$ cat config.mk
export PLATFORM = sky130hd
export DESIGN_NAME = bldcm_ramp_master
export DESIGN_NICKNAME = d
export VERILOG_FILES = /design/src/rtl/bldcm_ramp_master.sv
export SDC_FILE = /design/constraint.sdc
export NUM_CORES = 1
export LEC_CHECK = 0
export ABC_AREA = 0
export CORE_MARGIN = 8
export CORE_UTILIZATION = 56
export CTS_CLUSTER_SIZE = 30
export DETAILED_ROUTE_END_ITERATION = 12
export GPL_TIMING_DRIVEN = 0
export HOLD_SLACK_MARGIN = 0.05
export PLACE_DENSITY = 0.93
export SLEW_MARGIN = 40
export SYNTH_ARGS = -nofsm -noshare
export SYNTH_HDL_FRONTEND = slang
export SYNTH_SLANG_ARGS = --single-unit
$ cat constraint.sdc
create_clock -name iClock -period 4.9 [get_ports iClock]
set_input_delay 0.735 -clock iClock [delete_from_list [all_inputs] [get_ports iClock]]
set_output_delay 0.735 -clock iClock [all_outputs]
set_load 0.02 [all_outputs]
$ cat src/rtl/bldcm_ramp_master.sv
// bldcm_ramp_master: Avalon-MM initiator that ramps the mBldcm driver's commutation
// frequency toward a target, reading back the driver status after every frequency write.
module bldcm_ramp_master #(
  parameter logic [31:0] pStepSize    = 32'd1000,
  parameter logic [31:0] pStepPeriod  = 32'd50000,
  parameter logic [31:0] pStartFreq   = 32'd0,
  parameter int unsigned pReadLatency = 1
) (
  input  logic        iClock,
  input  logic        iReset,
  input  logic        iStart,
  input  logic        iStop,
  input  logic [31:0] iTargetFreq,
  output logic        oBusy,
  output logic        oAtTarget,
  output logic        oError,
  output logic [31:0] oCurFreq,
  output logic [31:0] oStatus,
  output logic [1:0]  oAddr,
  output logic        oRead,
  input  logic [31:0] iRdata,
  output logic        oWrite,
  output logic [31:0] oWdata,
  input  logic [1:0]  iResp
);

  localparam logic [1:0]  AddrFreq  = 2'd0;
  localparam logic [1:0]  AddrEn    = 2'd2;
  localparam logic [1:0]  AddrStat  = 2'd3;
  localparam logic [31:0] RdLast    = 32'(pReadLatency - 1);
  localparam logic [31:0] WaitLast  = pStepPeriod - 32'd1;

  typedef enum logic [3:0] {
    StIdle, StWrFreq, StWrEn, StWait, StStep, StRdStat, StRdWait, StHold, StWrDis, StError
  } state_t;

  state_t      r_state;
  logic [31:0] r_cnt;
  logic [31:0] r_cur;
  logic [31:0] r_status;
  logic        r_error;
  logic        r_first;     // ramp just started: enable write still owed after the freq write
  logic        r_stop_pend; // stop seen while a read was outstanding
  logic        r_read;
  logic        r_write;
  logic [1:0]  r_addr;
  logic [31:0] r_wdata;

  logic [32:0] w_up_diff;
  logic [32:0] w_dn_diff;
  logic [31:0] w_next;

  // Next ramp frequency: step toward the target, clamping on the last step.
  always_comb begin
    w_up_diff = {1'b0, iTargetFreq} - {1'b0, r_cur};
    w_dn_diff = {1'b0, r_cur} - {1'b0, iTargetFreq};
    w_next    = r_cur;
    if (r_cur < iTargetFreq) begin
      w_next = (w_up_diff <= {1'b0, pStepSize}) ? iTargetFreq : r_cur + pStepSize;
    end else if (r_cur > iTargetFreq) begin
      w_next = (w_dn_diff <= {1'b0, pStepSize}) ? iTargetFreq : r_cur - pStepSize;
    end
  end

  // Control FSM with registered bus strobes; strobes default low every cycle.
  always_ff @(posedge iClock) begin
    if (iReset) begin
      r_state     <= StIdle;
      r_cnt       <= '0;
      r_cur       <= '0;
      r_status    <= '0;
      r_error     <= 1'b0;
      r_first     <= 1'b0;
      r_stop_pend <= 1'b0;
      r_read      <= 1'b0;
      r_write     <= 1'b0;
      r_addr      <= '0;
      r_wdata     <= '0;
    end else begin
      r_read  <= 1'b0;
      r_write <= 1'b0;
      r_addr  <= '0;
      r_wdata <= '0;
      unique case (r_state)
        StIdle, StError: begin
          // ERROR ignores iStop, so a start there is never vetoed
          if (iStart && (!iStop || r_state == StError)) begin
            r_error     <= 1'b0;
            r_cur       <= pStartFreq;
            r_first     <= 1'b1;
            r_stop_pend <= 1'b0;
            r_write     <= 1'b1;
            r_addr      <= AddrFreq;
            r_wdata     <= pStartFreq;
            r_state     <= StWrFreq;
          end
        end
        StWrFreq, StWrEn: begin
          if (iStop || r_stop_pend) begin
            r_write <= 1'b1;
            r_addr  <= AddrEn;
            r_state <= StWrDis;
          end else if (r_state == StWrFreq && r_first) begin
            r_first <= 1'b0;
            r_write <= 1'b1;
            r_addr  <= AddrEn;
            r_wdata <= 32'd1;
            r_state <= StWrEn;
          end else begin
            r_read  <= 1'b1;
            r_addr  <= AddrStat;
            r_state <= StRdStat;
          end
        end
        StRdStat: begin
          r_cnt   <= '0;
          r_state <= StRdWait;
          if (iStop) r_stop_pend <= 1'b1;
        end
        StRdWait: begin
          if (r_cnt != RdLast) begin
            r_cnt <= r_cnt + 32'd1;
            if (iStop) r_stop_pend <= 1'b1;
          end else if (iStop || r_stop_pend) begin
            // read completes but its data is dropped
            r_write <= 1'b1;
            r_addr  <= AddrEn;
            r_state <= StWrDis;
          end else begin
            r_status <= iRdata;
            if (iResp != 2'b00) begin
              r_error <= 1'b1;
              r_write <= 1'b1;
              r_addr  <= AddrEn;
              r_state <= StWrDis;
            end else if (r_cur == iTargetFreq) begin
              r_state <= StHold;
            end else begin
              r_cnt   <= '0;
              r_state <= StWait;
            end
          end
        end
        StWait, StStep, StHold: begin
          if (iStop) begin
            r_write <= 1'b1;
            r_addr  <= AddrEn;
            r_state <= StWrDis;
          end else if (r_state == StWait) begin
            if (r_cnt == WaitLast) r_state <= StStep;
            else                   r_cnt   <= r_cnt + 32'd1;
          end else if (r_state == StStep) begin
            r_cur   <= w_next;
            r_write <= 1'b1;
            r_addr  <= AddrFreq;
            r_wdata <= w_next;
            r_state <= StWrFreq;
          end else if (iTargetFreq != r_cur) begin
            r_cnt   <= '0;
            r_state <= StWait;
          end
        end
        StWrDis: begin
          r_stop_pend <= 1'b0;
          r_state     <= r_error ? StError : StIdle;
        end
        default: r_state <= StIdle;
      endcase
    end
  end

  assign oBusy     = (r_state != StIdle) && (r_state != StError);
  assign oAtTarget = (r_state == StHold);
  assign oError    = r_error;
  assign oCurFreq  = r_cur;
  assign oStatus   = r_status;
  assign oAddr     = r_addr;
  assign oRead     = r_read;
  assign oWrite    = r_write;
  assign oWdata    = r_wdata;

endmodule

* Yosys cells after proc, flatten, opt, wreduce, memory -nomap -nowiden
Index checks and enable logic that the tools add are counted.
Storage, ports and cells: register bits 139, latch bits 0, bits in writable memories 0, memory bits (read-only) 0, bits of input ports 70, output and inout port bits 103, logic and storage cells 149, memories kept 0
Operators by class: add/subtract/negate cells 5, $mul 0, div/mod/pow operators 0, $lt $le $gt $ge 4, eq/ne operators 31, shifts and indexed selects 0, multiplexer cells 69, bitwise gates (word level) 3, reduce and logical (&&, ||, !) cells 26
Operators by type and width (number):
- $mux 32 | 20
- $pmux 32 s2 | 2
- $pmux 32 s3 | 1
- $le 33x10->1 const B | 2
- $sub 32x32->33 | 2
- $mux 4 | 11
- $add 32x1->32 const B | 1
- $add 32x10->32 const B | 1
- $eq 32x16->1 const B | 1
- $eq 32x32->1 | 1
- $gt 32x32->1 | 1
- $lt 32x32->1 | 1
- $ne 32x32->1 | 1
- $reduce_bool 32->1 | 1
- $sub 32x10->32 const B | 1
- $pmux 4 s6 | 1
- $mux 1 | 23
- $ne 2x2->1 const B | 10
- $ne 3x3->1 const B | 6
- $eq 4x3->1 const B | 4
- $reduce_and 5->1 | 2
- $eq 4x2->1 const B | 2
- $eq 4x4->1 const B | 2
- $mux 2 | 4
- other kinds (20) | 37

* Logic depth before layout (Yosys ltp)
word-level depth 9, mapped depth 18

* Worst setup path before layout
OpenSTA, ideal clock, no wires.
path type input -> register, start in iTargetFreq[3], end reg r_cur[16] (netlist: oCurFreq[16]), setup time 0.128 ns, data arrival time 4.009 ns, data required time 4.772 ns, setup slack 0.764 ns, cell stages on the path 17, cells stage by stage inv_1 ha_1 buf_4 and2_4 o21ai_4 a211oi_1 or3_1 a211o_1 or3_1 nor4_1 and4_1 nand4_2 buf_6 buf_2 mux2_1 a22oi_1 o21ai_1
On the way: longest elaborated chain between the ends 9, elaborated cells on any way between the ends 14, those cells by class add/sub: 2; order compare: 4; mux: 8
Ends and longest elaborated chain:
- from (decl) | RTL line 13 | input logic [31:0] iTargetFreq,
- $sub 32x32->33 | RTL line 56 | w_dn_diff = {1'b0, r_cur} - {1'b0, iTargetFreq};
- $le 33x10->1 | RTL line 61 | w_next = (w_dn_diff <= {1'b0, pStepSize}) ? iTargetFreq : r_cur - pStepSize;
- $mux 32 | RTL line 61
- $mux 32 | RTL line 60 | end else if (r_cur > iTargetFreq) begin
- $mux 32 * | RTL line 58 | if (r_cur < iTargetFreq) begin
- $mux 32 * | RTL line 152 | end else if (r_state == StStep) begin
- $mux 32 * | RTL line 149 | end else if (r_state == StWait) begin
- $mux 32 * | RTL line 145 | if (iStop) begin
- $pmux 32 s2 * | RTL line 84 | unique case (r_state)
- to (signal assigned) | RTL line 89 | r_cur <= pStartFreq;
- to (signal assigned) | RTL line 153 | r_cur <= w_next;
- to (decl) | RTL line 39 | logic [31:0] r_cur;
Mark *: on every way between the ends. The rest lies on a longest branch, timed or not. The select of a mux whose other input is x is not followed. A chain may end at the register's enable or synchronous reset.

* Worst setup path in the final report
start in iTargetFreq[24], end reg r_cur[19] (netlist: oCurFreq[19])
Same word-level chain as after synthesis.

==> impl_metrics.tcl <==
set metrics [dict create \
    max_stage_delay_ns 0.55 \
    async_reset_ff_share_pct 0 \
    dp_hpwl_microns 37700 \
    path_max_fanout 10 \
    finalWorstSetupSlack_ns 0.0374 \
    portBuffers 172 \
    layout_min_cycle_time_ns 4.86 \
    ant_nets 0 \
    synthTopCellsByCount "nand2_1 (192), a21oi_1 (151), nor2_1 (146)" \
    grt_pass1_vias 13400 \
    synth_area_sq_um 11600 \
    r2r_slack_ns 0.24 \
    drive_gt1_share_pct 9.38 \
    synth.most_common_cell "nand2_1" \
    diodes 0 \
    synthTopCellsByArea "dfxtp_1 (24%), ha_1 (7.3%), a21oi_1 (6.5%)" \
    wirelength_microns 48400 \
    netlist.area_leader.share_pct 23.9 \
    die-area_sq_um 25600 \
    synthCells 1614 \
    die_h_microns 160 \
    path_cells "clkdlybuf4s50_1 > inv_1 > ha_1 > clkbuf_1 > nand4_1 > nor4_2 > and3_1 > clkbuf_1 > clkbuf_1 > buf_2 > a31oi_1 > o311ai_0 > a21oi_1 > a21o_1" \
    ir_drop_v 0.000340 \
    rsz0062_at_grt "yes" \
    finalCritPeriodShare_pct 99.2 \
    preCtsSetupSlack_ns -0.983 \
    firstDrtPassIters 6 \
    drv_slew 0 \
    htreeDepth 4 \
    synth_nets 1752 \
    p_leak_nw 5.98 \
    io_pins 173 \
    startpoint_type "input pin" \
    hold_violations 0 \
    drt_iter0_drc 1414 \
    power_density_nw_per_um2 244 \
    cts_tree "yes" \
    clock_sinks 139 \
    cp_common_cell "clkbuf_1" \
    required_ns 5.22 \
    drcViolationCount 0 \
    final_area_sq_um 14900 \
    hold_buffers 0 \
    yosys.area.top_type "dfxtp_1" \
    relSlewSlack_pct 42.0 \
    clock_latency_ns 0.43 \
    ys_types 82 \
    placed_area_sq_um 13700 \
    cts_buffers 17 \
    grt_usage_pct 35.9 \
    status "complete, no violations" \
    grt.overflow.total 0 \
    hold_class "reg2reg" \
    die_w_microns 160 \
    cts-root-buf "clkbuf_16" \
    clk_pin_slew_worst_paths_ns 0.06 \
    fmax_ghz 0.206 \
    finalClockSkew_ns 0.0108 \
    grt_max_degree 17 \
    initial_core_util_pct 57.2 \
    ys_seq_area_share_pct 23.9 \
    drt-vias-per-instance 6.53 \
    gp_congestion 1.06 \
    cp_top_family "buffers and inverters" \
    area_growth_pct 27.8 \
    antenna_found_initial 0 \
    synth_flop_cell "dfxtp_1" \
    worst_pin_slew_ns 0.871 \
    arrival_ns 5.18 \
    core_area_sq_um 20300 \
    nets 1970 \
    vias 13800 \
    synth_edf_count 0 \
    maxCapViolCount 0 \
    crit_slowest_cell "clkdlybuf4s50_1" \
    rows 52 \
    routedWlPerCell_microns 22.9 \
    cts_buffer_depth 2 \
    end_kind "flop" \
    setup_viol 0 \
    synth-seq-cells 139 \
    yosysWarningCount 0 \
    grt_first_pass_wirelength_microns 73800 \
    crit_type "in2reg" \
    syn_area_per_cell_sq_um 7.20 \
    path_buf_inv 6 \
]
==> stage by stage <==
step | hold WS [ns] | total power, W | util (%) | setup TNS, ns | instances
final | 0.454 | 0.00363 | 73.2 | 0 | 2115
after global routing | 0.483 | 0.00376 | 73.2 | -0.212 | 2115
after CTS | 0.454 | 0.00357 | 71.6 | 0 | 2102
after detailed placement | 0.446 | 0.00220 | 67.5 | -54.26 | 2057
after global placement | 0.441 | 0.00218 | 67.4 | -66.30 | 2056
after floorplan | 0.450 | 0.00186 | - | 0 | 1614
==> power breakdown <==
part           internal, W  switching (W)  total (W)
clock             0.000830       0.000555    0.00138
sequential         0.00117      0.0000319    0.00120
combinational     0.000385       0.000657    0.00104
==> repair_timing <==
| item | 4_1_cts | 5_1_grt |
|---|---|---|
| buffers inserted | 13 | 14 |
| endpoints found under the hold margin | 0 | 0 |
| gates resized for setup | 38 | 80 |
| pin swaps | 7 | 18 |
| setup endpoints to repair | 64 | 66 |
==> worst paths after layout <==
kind,start,end,cells after the start
worst max-delay path,iTargetFreq[24],oCurFreq[19]$_SDFFE_PP0P_,14
worst min-delay path,oStatus[26]$_SDFFE_PP0P_,oStatus[26]$_SDFFE_PP0P_,2
worst max register to register,oCurFreq[17]$_SDFFE_PP0P_,oCurFreq[16]$_SDFFE_PP0P_,18
worst min register to register,oStatus[26]$_SDFFE_PP0P_,oStatus[26]$_SDFFE_PP0P_,2
==> routing by layer <==
layer / wire length (microns) / GRT usage, % / vias up
met1: 17500 / 41.0 / 6355
li1: - / - / 6214
met3: 5780 / 10.7 / 240
met5: 0 / 0 / -
met4: 3330 / 22.5 / 0
met2: 21700 / 58.1 / 993
==> cell usage in the layout (no fill, tap or decap), types with 7 or more instances in the layout <==
cell type,count
a211oi_1,10
a21o_1,29
a21oi_1,139
a21oi_2,12
a22oi_1,7
a31oi_1,18
and2_1,7
and3_1,25
buf_2,16
buf_4,34
clkbuf_1,56
clkbuf_16,17
clkbuf_2,7
clkdlybuf4s50_1,155
dfxtp_1,139
dlymetal6s2s_1,15
ha_1,66
inv_1,83
mux2i_1,28
nand2_1,192
nand2b_1,18
nand3_1,49
nand4_1,41
nor2_1,139
nor2b_1,11
nor3_1,46
nor4_1,17
o211ai_1,21
o21a_1,15
o21ai_0,84
o21ai_1,19
o22ai_1,7
o311ai_0,7
o31ai_1,9
or2_2,10
or3_1,12
or4_1,9
xnor2_1,69
xor2_1,40
==> worst min-delay path, stage by stage (launching register included) <==
cell and delay [ns]:
dfxtp_1 0.31, nand2_1 0.05, a21oi_1 0.05
==> registers in the layout, indices dropped and copies added, names as in the netlist <==
name and count:
oRead 1, r_state 4, r_stop_pend 1, oError 1, oWdata 32, oCurFreq 32
oStatus 32, oWrite 1, oAddr 2, r_first 1, r_cnt 32
==> cell families (layout without fill, tap and decap cells) <==
kind of cell | Yosys count | in the layout | share of synthesized area, %
AND/OR/NAND/NOR | 619 | 619 | 25.8
adder cells (fa/ha/maj) | 68 | 68 | 7.32
multiplexers | 32 | 32 | 2.80
AO/OA/AOI/OAI | 464 | 464 | 25.5
buffers and inverters | 183 | 414 | 6.42
XOR/XNOR | 109 | 109 | 8.21
flip-flops | 139 | 139 | 23.9
==> final cells by class <==
class | instances | area, sq um
multi-input cells | 1292 | 8340
fillers | 1627 | 5450
flip-flops and latches | 139 | 2780
repair buffers | 200 | 1970
plain buffers | 96 | 473
clock buffers | 19 | 443
well taps | 270 | 338
inverters | 86 | 323
clock inverters | 13 | 180
(Power assumes the default switching activity.)
